`config.mk`:
```
export PLATFORM = sky130hd
export DESIGN_NAME = regbank_seq
export DESIGN_NICKNAME = d
export VERILOG_FILES = /design/src/rtl/regbank_pkg.sv /design/src/rtl/regbank_alu.sv /design/src/rtl/regbank_seq.sv
export SDC_FILE = /design/constraint.sdc
export NUM_CORES = 1
export LEC_CHECK = 0
export ABC_CLOCK_PERIOD_IN_PS = 4800
export CORE_UTILIZATION = 27
export DETAILED_ROUTE_END_ITERATION = 8
export GPL_ROUTABILITY_DRIVEN = 1
export HOLD_SLACK_MARGIN = 0.15
export PLACE_DENSITY_LB_ADDON = 0.1
export SYNTH_ARGS = -nofsm -noshare
export SYNTH_HDL_FRONTEND = slang
export SYNTH_SLANG_ARGS = --single-unit
```
`constraint.sdc`:
```
create_clock -name clk -period 4.8 [get_ports clk]
set_input_delay 0.96 -clock clk [delete_from_list [all_inputs] [get_ports clk]]
set_output_delay 0.96 -clock clk [all_outputs]
set_load 0.01 [all_outputs]
```
`src/rtl/regbank_pkg.sv`:
```
// Shared opcode constants and sequencer state encoding for regbank_seq.
package regbank_pkg;

  localparam logic [1:0] OP_ADD = 2'd0;
  localparam logic [1:0] OP_SUB = 2'd1;
  localparam logic [1:0] OP_AND = 2'd2;
  localparam logic [1:0] OP_LDI = 2'd3;

  // One-hot so every port decode is a single flop bit, free of decode glitches.
  typedef enum logic [3:0] {
    IDLE = 4'b0001,
    READ = 4'b0010,
    EXEC = 4'b0100,
    WB   = 4'b1000
  } state_e;

endpackage

```
`src/rtl/regbank_alu.sv`:
```
// Combinational ALU for regbank_seq: ADD/SUB/AND modulo 2**WIDTH with carry/borrow out.
module regbank_alu
  import regbank_pkg::*;
#(
  parameter int WIDTH = 32
) (
  input  logic [1:0]       op,
  input  logic [WIDTH-1:0] a,
  input  logic [WIDTH-1:0] b,
  output logic [WIDTH-1:0] y,
  output logic             carry
);

  logic [WIDTH:0] sum_s;
  logic [WIDTH:0] diff_s;

  assign sum_s  = {1'b0, a} + {1'b0, b};
  // Top bit of the widened difference is the unsigned borrow (a < b).
  assign diff_s = {1'b0, a} - {1'b0, b};

  // Operation select; LDI never reaches the ALU and yields zero.
  always_comb begin
    y     = {WIDTH{1'b0}};
    carry = 1'b0;
    case (op)
      OP_ADD: begin
        y     = sum_s[WIDTH-1:0];
        carry = sum_s[WIDTH];
      end
      OP_SUB: begin
        y     = diff_s[WIDTH-1:0];
        carry = diff_s[WIDTH];
      end
      OP_AND: begin
        y     = a & b;
        carry = 1'b0;
      end
      default: begin
        y     = {WIDTH{1'b0}};
        carry = 1'b0;
      end
    endcase
  end

endmodule

```
`src/rtl/regbank_seq.sv`:
```
// Register-bank sequencer: accept one instruction, read operands, execute, write back.
// Optional Z/C flag outputs are built when REGBANK_SEQ_FLAGS_EN is defined.
module regbank_seq
  import regbank_pkg::*;
#(
  parameter int WIDTH = 32,
  parameter int AW    = 2
) (
  input  logic             clk,
  input  logic             rst,
  input  logic             instr_valid,
  output logic             instr_ready,
  input  logic [1:0]       instr_op,
  input  logic [AW-1:0]    instr_dr,
  input  logic [AW-1:0]    instr_sr1,
  input  logic [AW-1:0]    instr_sr2,
  input  logic [WIDTH-1:0] instr_imm,
  output logic [AW-1:0]    rb_sr1,
  output logic [AW-1:0]    rb_sr2,
  output logic [AW-1:0]    rb_dr,
  output logic             rb_write,
  output logic [WIDTH-1:0] rb_wrData,
  input  logic [WIDTH-1:0] rb_rdData1,
  input  logic [WIDTH-1:0] rb_rdData2,
  output logic             done,
  output logic [WIDTH-1:0] result
`ifdef REGBANK_SEQ_FLAGS_EN
  ,
  output logic             flag_z,
  output logic             flag_c
`endif
);

  state_e           state_r;
  state_e           state_next_s;
  logic [1:0]       op_r;
  logic [AW-1:0]    dr_r;
  logic [AW-1:0]    sr1_r;
  logic [AW-1:0]    sr2_r;
  logic [WIDTH-1:0] opa_r;
  logic [WIDTH-1:0] opb_r;
  logic [WIDTH-1:0] wb_data_r;
  logic             carry_r;
  logic [WIDTH-1:0] result_r;
  logic [WIDTH-1:0] alu_y_s;
  logic             alu_c_s;
  logic             ready_s;
  logic             wb_s;

  regbank_alu #(.WIDTH(WIDTH)) u_alu (
    .op    (op_r),
    .a     (opa_r),
    .b     (opb_r),
    .y     (alu_y_s),
    .carry (alu_c_s)
  );

  // State register.
  always_ff @(posedge clk or posedge rst) begin
    if (rst) state_r <= IDLE;
    else     state_r <= state_next_s;
  end

  // Next-state logic; LDI skips the operand read and execute steps.
  always_comb begin
    state_next_s = state_r;
    case (state_r)
      IDLE: begin
        if (instr_valid) state_next_s = (instr_op == OP_LDI) ? WB : READ;
        else             state_next_s = IDLE;
      end
      READ:    state_next_s = EXEC;
      EXEC:    state_next_s = WB;
      WB:      state_next_s = IDLE;
      default: state_next_s = IDLE;
    endcase
  end

  // Output decode straight from the one-hot state flops.
  always_comb begin
    ready_s = 1'b0;
    wb_s    = 1'b0;
    case (state_r)
      IDLE:    ready_s = 1'b1;
      WB:      wb_s    = 1'b1;
      default: begin
        ready_s = 1'b0;
        wb_s    = 1'b0;
      end
    endcase
  end

  // Instruction capture, operand latch, execute result and write-back tracking.
  always_ff @(posedge clk or posedge rst) begin
    if (rst) begin
      op_r      <= 2'd0;
      dr_r      <= {AW{1'b0}};
      sr1_r     <= {AW{1'b0}};
      sr2_r     <= {AW{1'b0}};
      opa_r     <= {WIDTH{1'b0}};
      opb_r     <= {WIDTH{1'b0}};
      wb_data_r <= {WIDTH{1'b0}};
      carry_r   <= 1'b0;
      result_r  <= {WIDTH{1'b0}};
    end else begin
      case (state_r)
        IDLE: begin
          if (instr_valid) begin
            op_r  <= instr_op;
            dr_r  <= instr_dr;
            sr1_r <= instr_sr1;
            sr2_r <= instr_sr2;
            // The immediate goes straight to the write-back register.
            if (instr_op == OP_LDI) wb_data_r <= instr_imm;
          end
        end
        READ: begin
          opa_r <= rb_rdData1;
          opb_r <= rb_rdData2;
        end
        EXEC: begin
          wb_data_r <= alu_y_s;
          carry_r   <= alu_c_s;
        end
        WB:      result_r <= wb_data_r;
        default: result_r <= result_r;
      endcase
    end
  end

`ifdef REGBANK_SEQ_FLAGS_EN
  logic flag_z_r;
  logic flag_c_r;

  // Flags follow ALU write-backs only; LDI leaves them untouched.
  always_ff @(posedge clk or posedge rst) begin
    if (rst) begin
      flag_z_r <= 1'b0;
      flag_c_r <= 1'b0;
    end else if ((state_r == WB) && (op_r != OP_LDI)) begin
      flag_z_r <= (wb_data_r == {WIDTH{1'b0}});
      flag_c_r <= carry_r;
    end
  end

  assign flag_z = flag_z_r;
  assign flag_c = flag_c_r;
`endif

  assign instr_ready = ready_s;
  assign rb_sr1      = sr1_r;
  assign rb_sr2      = sr2_r;
  assign rb_dr       = dr_r;
  assign rb_write    = wb_s;
  assign rb_wrData   = wb_data_r;
  assign done        = wb_s;
  assign result      = result_r;

endmodule

```
## Yosys cells after proc, flatten, opt, wreduce, memory -nomap -nowiden

Index checks and enable logic that the tools add are counted.
Widths: inputs -> output; s select.

- Bits in registers: 140
- Output and inout bits: 73
- Logic and storage cells: 34

- $add $sub $neg: 2
- Eq/ne operators: 9
- Muxes and demuxes: 9
- Bitwise operators: 1
- Reduce and logical (&&, ||, !) cells: 4

Operators with widths:

| cell | number |
|---|---|
| $pmux 32 s3 | 1 |
| $mux 32 | 2 |
| $pmux 32 s2 | 1 |
| $add 32x32->32 | 1 |
| $and 32x32->32 | 1 |
| $sub 32x32->32 | 1 |
| $pmux 4 s3 | 1 |
| $mux 4 | 2 |
| $eq 2x2->1 const B | 2 |
| $eq 4x1->1 const B | 1 |
| $eq 4x2->1 const B | 1 |
| $eq 4x3->1 const B | 1 |
| $eq 4x4->1 const B | 1 |
| $ne 2x2->1 const B | 2 |
| $reduce_and 3->1 | 1 |
| $eq 2x1->1 const B | 1 |
| $logic_not 2->1 | 1 |
| $mux 1 | 2 |
| $reduce_and 2->1 | 1 |
| $reduce_bool 2->1 | 1 |

## Logic depth before layout (Yosys ltp)

Gate-level depths: netlist of the first run.

- Depth in word-level cells: 4
- Depth in mapped cells: 20

## Hierarchy

A second synthesis of the first run with hierarchy kept.

- Cells, all modules: 1022
- Area, all modules: 9638.0 um^2

Modules (own cells, without submodules):

| module | times used | cells an instance | area an instance (um^2) |
|---|---|---|---|
| regbank_seq | 1 | 414 | 5801.8 |
| regbank_alu | 1 | 608 | 3836.2 |

## Least setup slack after synthesis of the first run

OpenSTA, ideal clock, no wires.

- Path type: register -> register
- From: register opb_r[13]
- To: register wb_data_r[29], in the netlist rb_wrData[29]
- Arrival time: 3.860 ns
- Path slack: 0.856 ns
- Stages on the path, launching flop included: 19
- Clock period less this slack: 3.944 ns
- Cells stage by stage: dfrtp_1 -> or3_1 -> or3_1 -> or2_1 -> nor3b_1 -> and3b_1 -> a21oi_1 -> xnor2_1 -> ha_1 -> clkbuf_1 -> nand2_1 -> o21ai_0 -> nand2b_1 -> o22ai_1 -> a21oi_1 -> a31oi_1 -> xnor2_1 -> o211ai_1 -> a21boi_0

- Word-level cells in the longest chain between the ends: 3
- Elaborated cells between the ends (all ways): 4
- Those cells by class: add/sub (2); mux (2)

Ends and longest elaborated chain:

| what | line | RTL |
|---|---|---|
| from (decl) | regbank_seq.sv:41 | `logic [WIDTH-1:0] opb_r;` |
| from (signal assigned) | regbank_seq.sv:101 | `opb_r <= {WIDTH{1'b0}};` |
| from (signal assigned) | regbank_seq.sv:119 | `opb_r <= rb_rdData2;` |
| $sub 32x32->32 / $add 32x32->32 (equally long branches) | regbank_alu.sv:19, regbank_alu.sv:17 |  |
| $pmux 32 s3 (*) | regbank_alu.sv:25 | `case (op)` |
| $pmux 32 s2 (*) | regbank_seq.sv:106 | `case (state_r)` |
| to (signal assigned) | regbank_seq.sv:102 | `wb_data_r <= {WIDTH{1'b0}};` |
| to (signal assigned) | regbank_seq.sv:114 | `if (instr_op == OP_LDI) wb_data_r <= instr_imm;` |
| to (signal assigned) | regbank_seq.sv:122 | `wb_data_r <= alu_y_s;` |
| to (decl) | regbank_seq.sv:42 | `logic [WIDTH-1:0] wb_data_r;` |

Mark *: on every way between the ends. The rest lies on a longest branch, timed or not.
A chain may end at the register's enable or synchronous reset.

## Final worst setup path of the first run

- From: register opb_r[2]
- To: register wb_data_r[29], in the netlist rb_wrData[29]

Same word-level chain as after synthesis.

==> flow_summary.yaml, run 1 <==
floorplanning:
  rows: 63
  pin_count: 180
  die_h_microns: 177.4
  core_area_sq_mm: 0.02995
  die_x_microns: 177.4
  start_util: 0.2772
  fp.dieArea_sq_mm: 0.03146
timing:
  finalHoldViolations: 0
  setup_viol: 0
  max_freq_ghz: 0.2328
  period_share: 0.8948
  grt_setup_unrepaired: "false"
  fin_tns_setup_ns: 0
  worst_pin_slew_ns: 0.9438
  slew_viol_final: 0
  slew_headroom: 0.3708
  setup_slack_ns: 0.5047
  min_period_ns: 4.295
  clock_skew_ns: 0.02284
synth:
  ys.flop_type: "dfrtp_1"
  synthTopCellsByCount: "139 x dfrtp_1, 98 x mux2_2, 79 x nand2_1"
  avgSynthCellArea_sq_um: 10.29
  ys_seq_area_frac: 0.4221
  synth.top_cell.area_share: 0.4189
  yosysTopAreaCell: "dfrtp_1"
  syn-num-nets: 948
  synthArstFlopShare: 1.000
  synth.most_common_cell: "dfrtp_1"
  synth-seq-cells: 140
  synth_edf_count: 0
  syn_area_sq_mm: 0.008303
  syn_inst: 807
  synth_area_leaders: "dfrtp_1 42%, mux2_2 13%, ha_1 5.0%, xnor2_1 3.8%, nand2_1 3.6%"
  ys_types: 72
  yosysWarningCount: 0
power:
  peakVddDrop_v: 0.0002743
  switching_share: 0.4409
  clockPowerShare: 0.149
  power_mw: 9.768
  p_int_mw: 5.461
  leakagePower_nw: 4.543
  sequentialPowerShare: 0.242
  p_sw_mw: 4.306
  combPwrFrac: 0.609
  p_per_area_mw_per_mm2: 879.4
critical_path:
  crit_required_ns: 5.14
  worst_path_max_delay_cell: "dfrtp_1"
  crit_type: "reg2reg"
  path_cells: "nor4_4 > nand3b_1 > nand2b_1 > or2_1 > nor3b_2 > and3b_1 > a21oi_1 > xnor2_1 > ha_1 > nand2_1 > o21ai_0 > nand2b_1 > o22ai_1 > a21oi_1 > a31oi_1 > xnor2_1 > o211ai_1 > a21boi_0"
  worstPathArrival_ns: 4.63
  cp-end-kind: "register"
  crit_path_max_fanout: 8
  setup.worst_path.start_class: "register"
  max_stage_delay_ns: 0.48
grt:
  use_met1: 0.2589
  first_global_vias: 6721
  met3_usage: 0.02399
  grt_max_degree: 74
  gr-total-overflow: 0
  grt-busiest-layer: "met1"
  grt_pass1_wl_microns: 39940
  grt_usage: 0.1675
  antenna_found_initial: 0
  met2_usage: 0.2380
cts:
  root_buffer: "clkbuf_16"
  cts_made_buffers: 17
  clk_latency_ns: 0.43
  cts_tree: "done"
  cts.clk_slew.worst_paths_ns: 0.06
  cts_sinks: 140
  htreeDepth: 4
  clk_path_buf_depth: 2
finish:
  diodes: 0
  fillCellCount: 3055
  drive_gt1_frac: 0.1726
  area_delta_synth_final_pct: 33.77
  layout.nets: 1114
  fin_util: 0.3708
drt:
  wl_per_cell_microns: 18.69
  first_iter_violations: 360
  routed_via_density: 4.896
  num_vias: 6732
  first_pass_iters: 5
  drtAntennaViolNets: 0
  routed_wl_microns: 25690
  route.detailed.drc: 0
placed_design:
  place_congestion: 0.8456
  dp_hpwl_microns: 19200
  dp_slack_ns: 0.3722
  portBuffers: 179
run_status:
  status: "finished, final reports clean"
job:
  cap_violations: 0
hold_path:
  min_path_type: "reg2reg"
-- cells by family after synthesis --
kind of cell	Yosys count	synth area share
and+or+nand+nor	204	0.1230
AOI/OAI and AO/OA	201	0.1573
DFF	140	0.4221
muxes	110	0.1474
buffers and inverters	61	0.03797
xor gates and xnor gates	57	0.06013
adders and majority gates	34	0.05214
-- cell type report --
cell class / instances / area [sq um] / share of cell area
flip-flops and latches: 140 / 3505 / 0.3155
well taps: 390 / 488.0 / 0.04393
clock buffers: 17 / 425.4 / 0.03830
inverters: 16 / 65.06 / 0.005858
repair buffers: 192 / 1902 / 0.1712
clock inverters: 14 / 207.7 / 0.01870
multi-input cells: 606 / 4514 / 0.4064
-- flip-flops by register name, summed over array words and instances (netlist names), 4 cells and up --
name	count
state_r	4
opa_r	32
result	32
opb_r	32
rb_wrData	32
-- critical path: cells and delay by family, from the launching register on --
kind | cells | cell delay (ns)
flip-flops | 1 | 0.48
XOR/XNOR | 2 | 0.28
AND/OR/NAND/NOR | 8 | 1.86
AO/OA/AOI/OAI | 7 | 1.15
adder cells (fa/ha/maj) | 1 | 0.43
-- per-layer routing --
metal / wire (microns) / up-vias
met2: 10660 / 197
li1: - / 3263
met1: 13480 / 3250
met4: 328 / 0
met5: 0 / -
met3: 1221 / 22
-- timing repair --
action                                  CTS  global route
endpoints found under the setup margin    0             1
resized for setup                         0             1
setup buffers                             0             0
hold buffers                              0             0
-- final timing paths --
path | startpoint | end | slack, ns | depth (start not counted)
worst max-delay path | opb_r[2] | rb_wrData[29] | 0.50 | 18
worst min-delay path | result[19] | result[19] | 0.51 | 1
worst max register to register | opb_r[2] | rb_wrData[29] | 0.50 | 18
worst min register to register | result[19] | result[19] | 0.51 | 1
max in group asynchronous | rst | state_r[0] | 2.90 | 3
min in group asynchronous | rst | result[7] | 1.03 | 2
-- metrics by stage --
stage	hold slack (ns)	instances	instance area (sq um)
final	0.5057	1375	11110
after global routing	0.5176	1375	11110
after CTS	0.5103	1375	11100
after detailed placement	0.4941	1344	10470
after global placement	0.4889	1344	10470
after floorplan	0.5105	807	8303
-- cell usage in the layout (no fill, tap or decap), types with 4 or more instances in the layout --
master / instances
nor2_1: 38
mux2i_1: 12
a21oi_1: 39
clkdlybuf4s50_1: 179
nand2_1: 79
o21ai_0: 47
or3_1: 6
o21bai_1: 5
dfrtp_1: 139
bufinv_16: 4
o31ai_1: 6
nor2b_1: 8
clkbuf_16: 17
xnor2_1: 36
xor2_1: 21
a21o_1: 15
o21ai_1: 5
ha_1: 33
nand2b_1: 6
mux2_2: 98
o21a_1: 8
inv_6: 5
nand4_1: 5
nor3_1: 15
and3_1: 6
a31oi_1: 32
buf_4: 12
a31o_2: 4
a311oi_1: 10
inv_1: 15
nand3_1: 15
-- power by group through the flow --
stage | logic (mW) | clock network [mW] | registers (mW)
2_1_floorplan | 4.10 | 0 | 2.32
3_3_place_gp | 5.95 | 0 | 2.38
3_5_place_dp | 5.92 | 0 | 2.40
4_1_cts | 5.95 | 1.50 | 2.37
5_1_grt | 6.55 | 1.55 | 2.46
6_report | 5.95 | 1.46 | 2.37
No activity file was read; power rests on OpenSTA's default activity.
==> run 2: changes to the inputs <==
--- a/config.mk
+++ b/config.mk
@@ -9,6 +9,7 @@
 export CORE_UTILIZATION = 27
 export DETAILED_ROUTE_END_ITERATION = 8
 export GPL_ROUTABILITY_DRIVEN = 1
+export GPL_TIMING_DRIVEN = 0
 export HOLD_SLACK_MARGIN = 0.15
 export PLACE_DENSITY_LB_ADDON = 0.1
 export SYNTH_ARGS = -nofsm -noshare
==> flow_summary.yaml, run 2 (synthesis results as in run 1) <==
cts:
  clk_path_buf_depth: 2
  clk_latency_ns: 0.43
  cts_sinks: 140
  cts_tree: "done"
  cts.clk_slew.worst_paths_ns: 0.06
  root_buffer: "clkbuf_16"
  htreeDepth: 4
  cts_made_buffers: 17
critical_path:
  setup.worst_path.start_class: "register"
  crit_buf_inv: 2
  reg2reg_depth: 15
  crit_type: "reg2reg"
  critPathTopFamily: "compound AO/OA/AOI/OAI gates"
  worst-path-stages: 15
  crit_start: "op_r[0]"
  max_stage_delay_ns: 0.53
  crit_path_max_fanout: 10
  r2r_slack_ns: 0.28
  cp-end-kind: "register"
  worst_path_max_delay_cell: "dfrtp_1"
  crit_required_ns: 5.12
  worstPathArrival_ns: 4.84
  r2r-start: "op_r[0]"
  path_cells: "nor2b_1 > clkbuf_1 > clkbuf_2 > nor2_1 > xnor2_1 > ha_1 > nor2b_1 > o31a_1 > o21ai_1 > o21ai_1 > a221o_1 > a21boi_1 > or3_1 > nand3_1 > a31o_2"
  r2r-end: "rb_wrData[28]"
job:
  cap_violations: 0
timing:
  fin_tns_setup_ns: 0
  finalHoldViolations: 0
  clock_skew_ns: 0.01129
  max_freq_ghz: 0.2212
  setup_viol: 0
  whs_ns: 0.5062
  grt_setup_unrepaired: "false"
  slew_viol_final: 0
  min_period_ns: 4.520
  period_share: 0.9416
  slew_headroom: 0.4759
  worst_pin_slew_ns: 0.7752
floorplanning:
  pin_count: 180
  start_util: 0.2772
  fp.dieArea_sq_mm: 0.03146
  die_h_microns: 177.4
  core_area_sq_mm: 0.02995
  die_x_microns: 177.4
  rows: 63
placed_design:
  place_congestion: 0.8295
  post_dp_cell_area_sq_mm: 0.01063
  dp_hpwl_microns: 21050
  portBuffers: 179
run_status:
  status: "finished, final reports clean"
hold_path:
  hold_depth: 1
  min_to: "result[2]"
  min_from: "result[2]"
  min_path_type: "reg2reg"
drt:
  routed_via_density: 4.871
  route.detailed.drc: 0
  wl_per_cell_microns: 19.43
  routed_wl_microns: 27370
  num_vias: 6863
  drtAntennaViolNets: 0
  first_iter_violations: 387
  first_pass_iters: 4
finish:
  fin_util: 0.3742
  area_delta_synth_final_pct: 34.99
  diodes: 0
  final_cell_mix: "179 x clkdlybuf4s50_1, 139 x dfrtp_1, 98 x mux2_2"
  mostFrequentLayoutCell: "clkdlybuf4s50_1"
  layout.nets: 1147
  drive_gt1_frac: 0.1727
  design_area_sq_mm: 0.01121
power:
  sequentialPowerShare: 0.242
  p_per_area_mw_per_mm2: 865.6
  clockPowerShare: 0.132
  p_int_mw: 5.330
  leakagePower_nw: 4.565
  power_mw: 9.701
  peakVddDrop_v: 0.0003149
  combPwrFrac: 0.626
  p_sw_mw: 4.371
  switching_share: 0.4506
grt:
  first_global_vias: 6878
  grt_pass1_wl_microns: 41900
  grt_max_degree: 76
  grt_usage: 0.1784
  antenna_found_initial: 0
  gr-total-overflow: 0
run 2: changes by cell type in the layout (fill, tap and decap cells not counted), sizes merged:
cell / previous run / this run
buf: 13 / 10
inv: 22 / 24
clkinv: 3 / 4
bufinv: 4 / 0
clkinvlp: 1 / 3
clkbuf: 17 / 53
run 2: how the worst max path moves through the flow:
stage | to
floorplan | op_r[0]
global placement | opa_r[31]
detailed placement | rb_wrData[25]
CTS | rb_wrData[29]
global route | rb_wrData[20]
finish | rb_wrData[28]
run 2: cell type report:
type | count | area [sq um]
fillers | 3036 | 18750
clock buffers | 17 | 425.4
plain buffers | 44 | 252.7
clock inverters | 15 | 127.6
repair buffers | 181 | 1827
flip-flops and latches | 140 | 3505
multi-input cells | 606 | 4518
well taps | 390 | 488.0
inverters | 16 | 65.06
run 2: what timing repair did:
action / 4_1_cts / 5_1_grt
gates cloned: 0 / 0
hold buffers: 0 / 0
resized for setup: 2 / 6
buffers inserted: 0 / 0
endpoints found under the setup margin: 2 / 12
run 2: worst register-to-register path, cell delays in order, from the launching register on:
cell and delay (ns):
dfrtp_1 0.53, nor2b_1 0.23, clkbuf_1 0.48, clkbuf_2 0.40, nor2_1 0.09, xnor2_1 0.13, ha_1 0.33, nor2b_1 0.16
o31a_1 0.27, o21ai_1 0.37, o21ai_1 0.23, a221o_1 0.44, a21boi_1 0.27, or3_1 0.18, nand3_1 0.08, a31o_2 0.21
run 2: power groups by stage:
stage	sequential [mW]	clock, mW	combinational [mW]
6_report	2.35	1.28	6.07
5_1_grt	2.45	1.37	6.66
4_1_cts	2.36	1.32	6.01
3_5_place_dp	2.38	0	5.98
3_3_place_gp	2.35	0	5.99
2_1_floorplan	2.32	0	4.10
run 2: routing by layer:
| metal | GRT usage | vias up | wire length, microns |
|---|---|---|---|
| li1 | - | 3341 | - |
| met4 | 0.04808 | 0 | 265 |
| met3 | 0.03235 | 19 | 1334 |
| met1 | 0.2621 | 3324 | 13930 |
| met2 | 0.2653 | 179 | 11840 |
| met5 | 0 | - | 0 |
run 2: stage by stage:
| stage | cells | setup WS (ns) |
|---|---|---|
| 6_report | 1409 | 0.2801 |
| 5_1_grt | 1409 | 0.04028 |
| 4_1_cts | 1410 | 0.04944 |
| 3_5_place_dp | 1378 | -0.1493 |
| 3_3_place_gp | 1376 | -2.435 |
| 2_1_floorplan | 807 | 0.08879 |
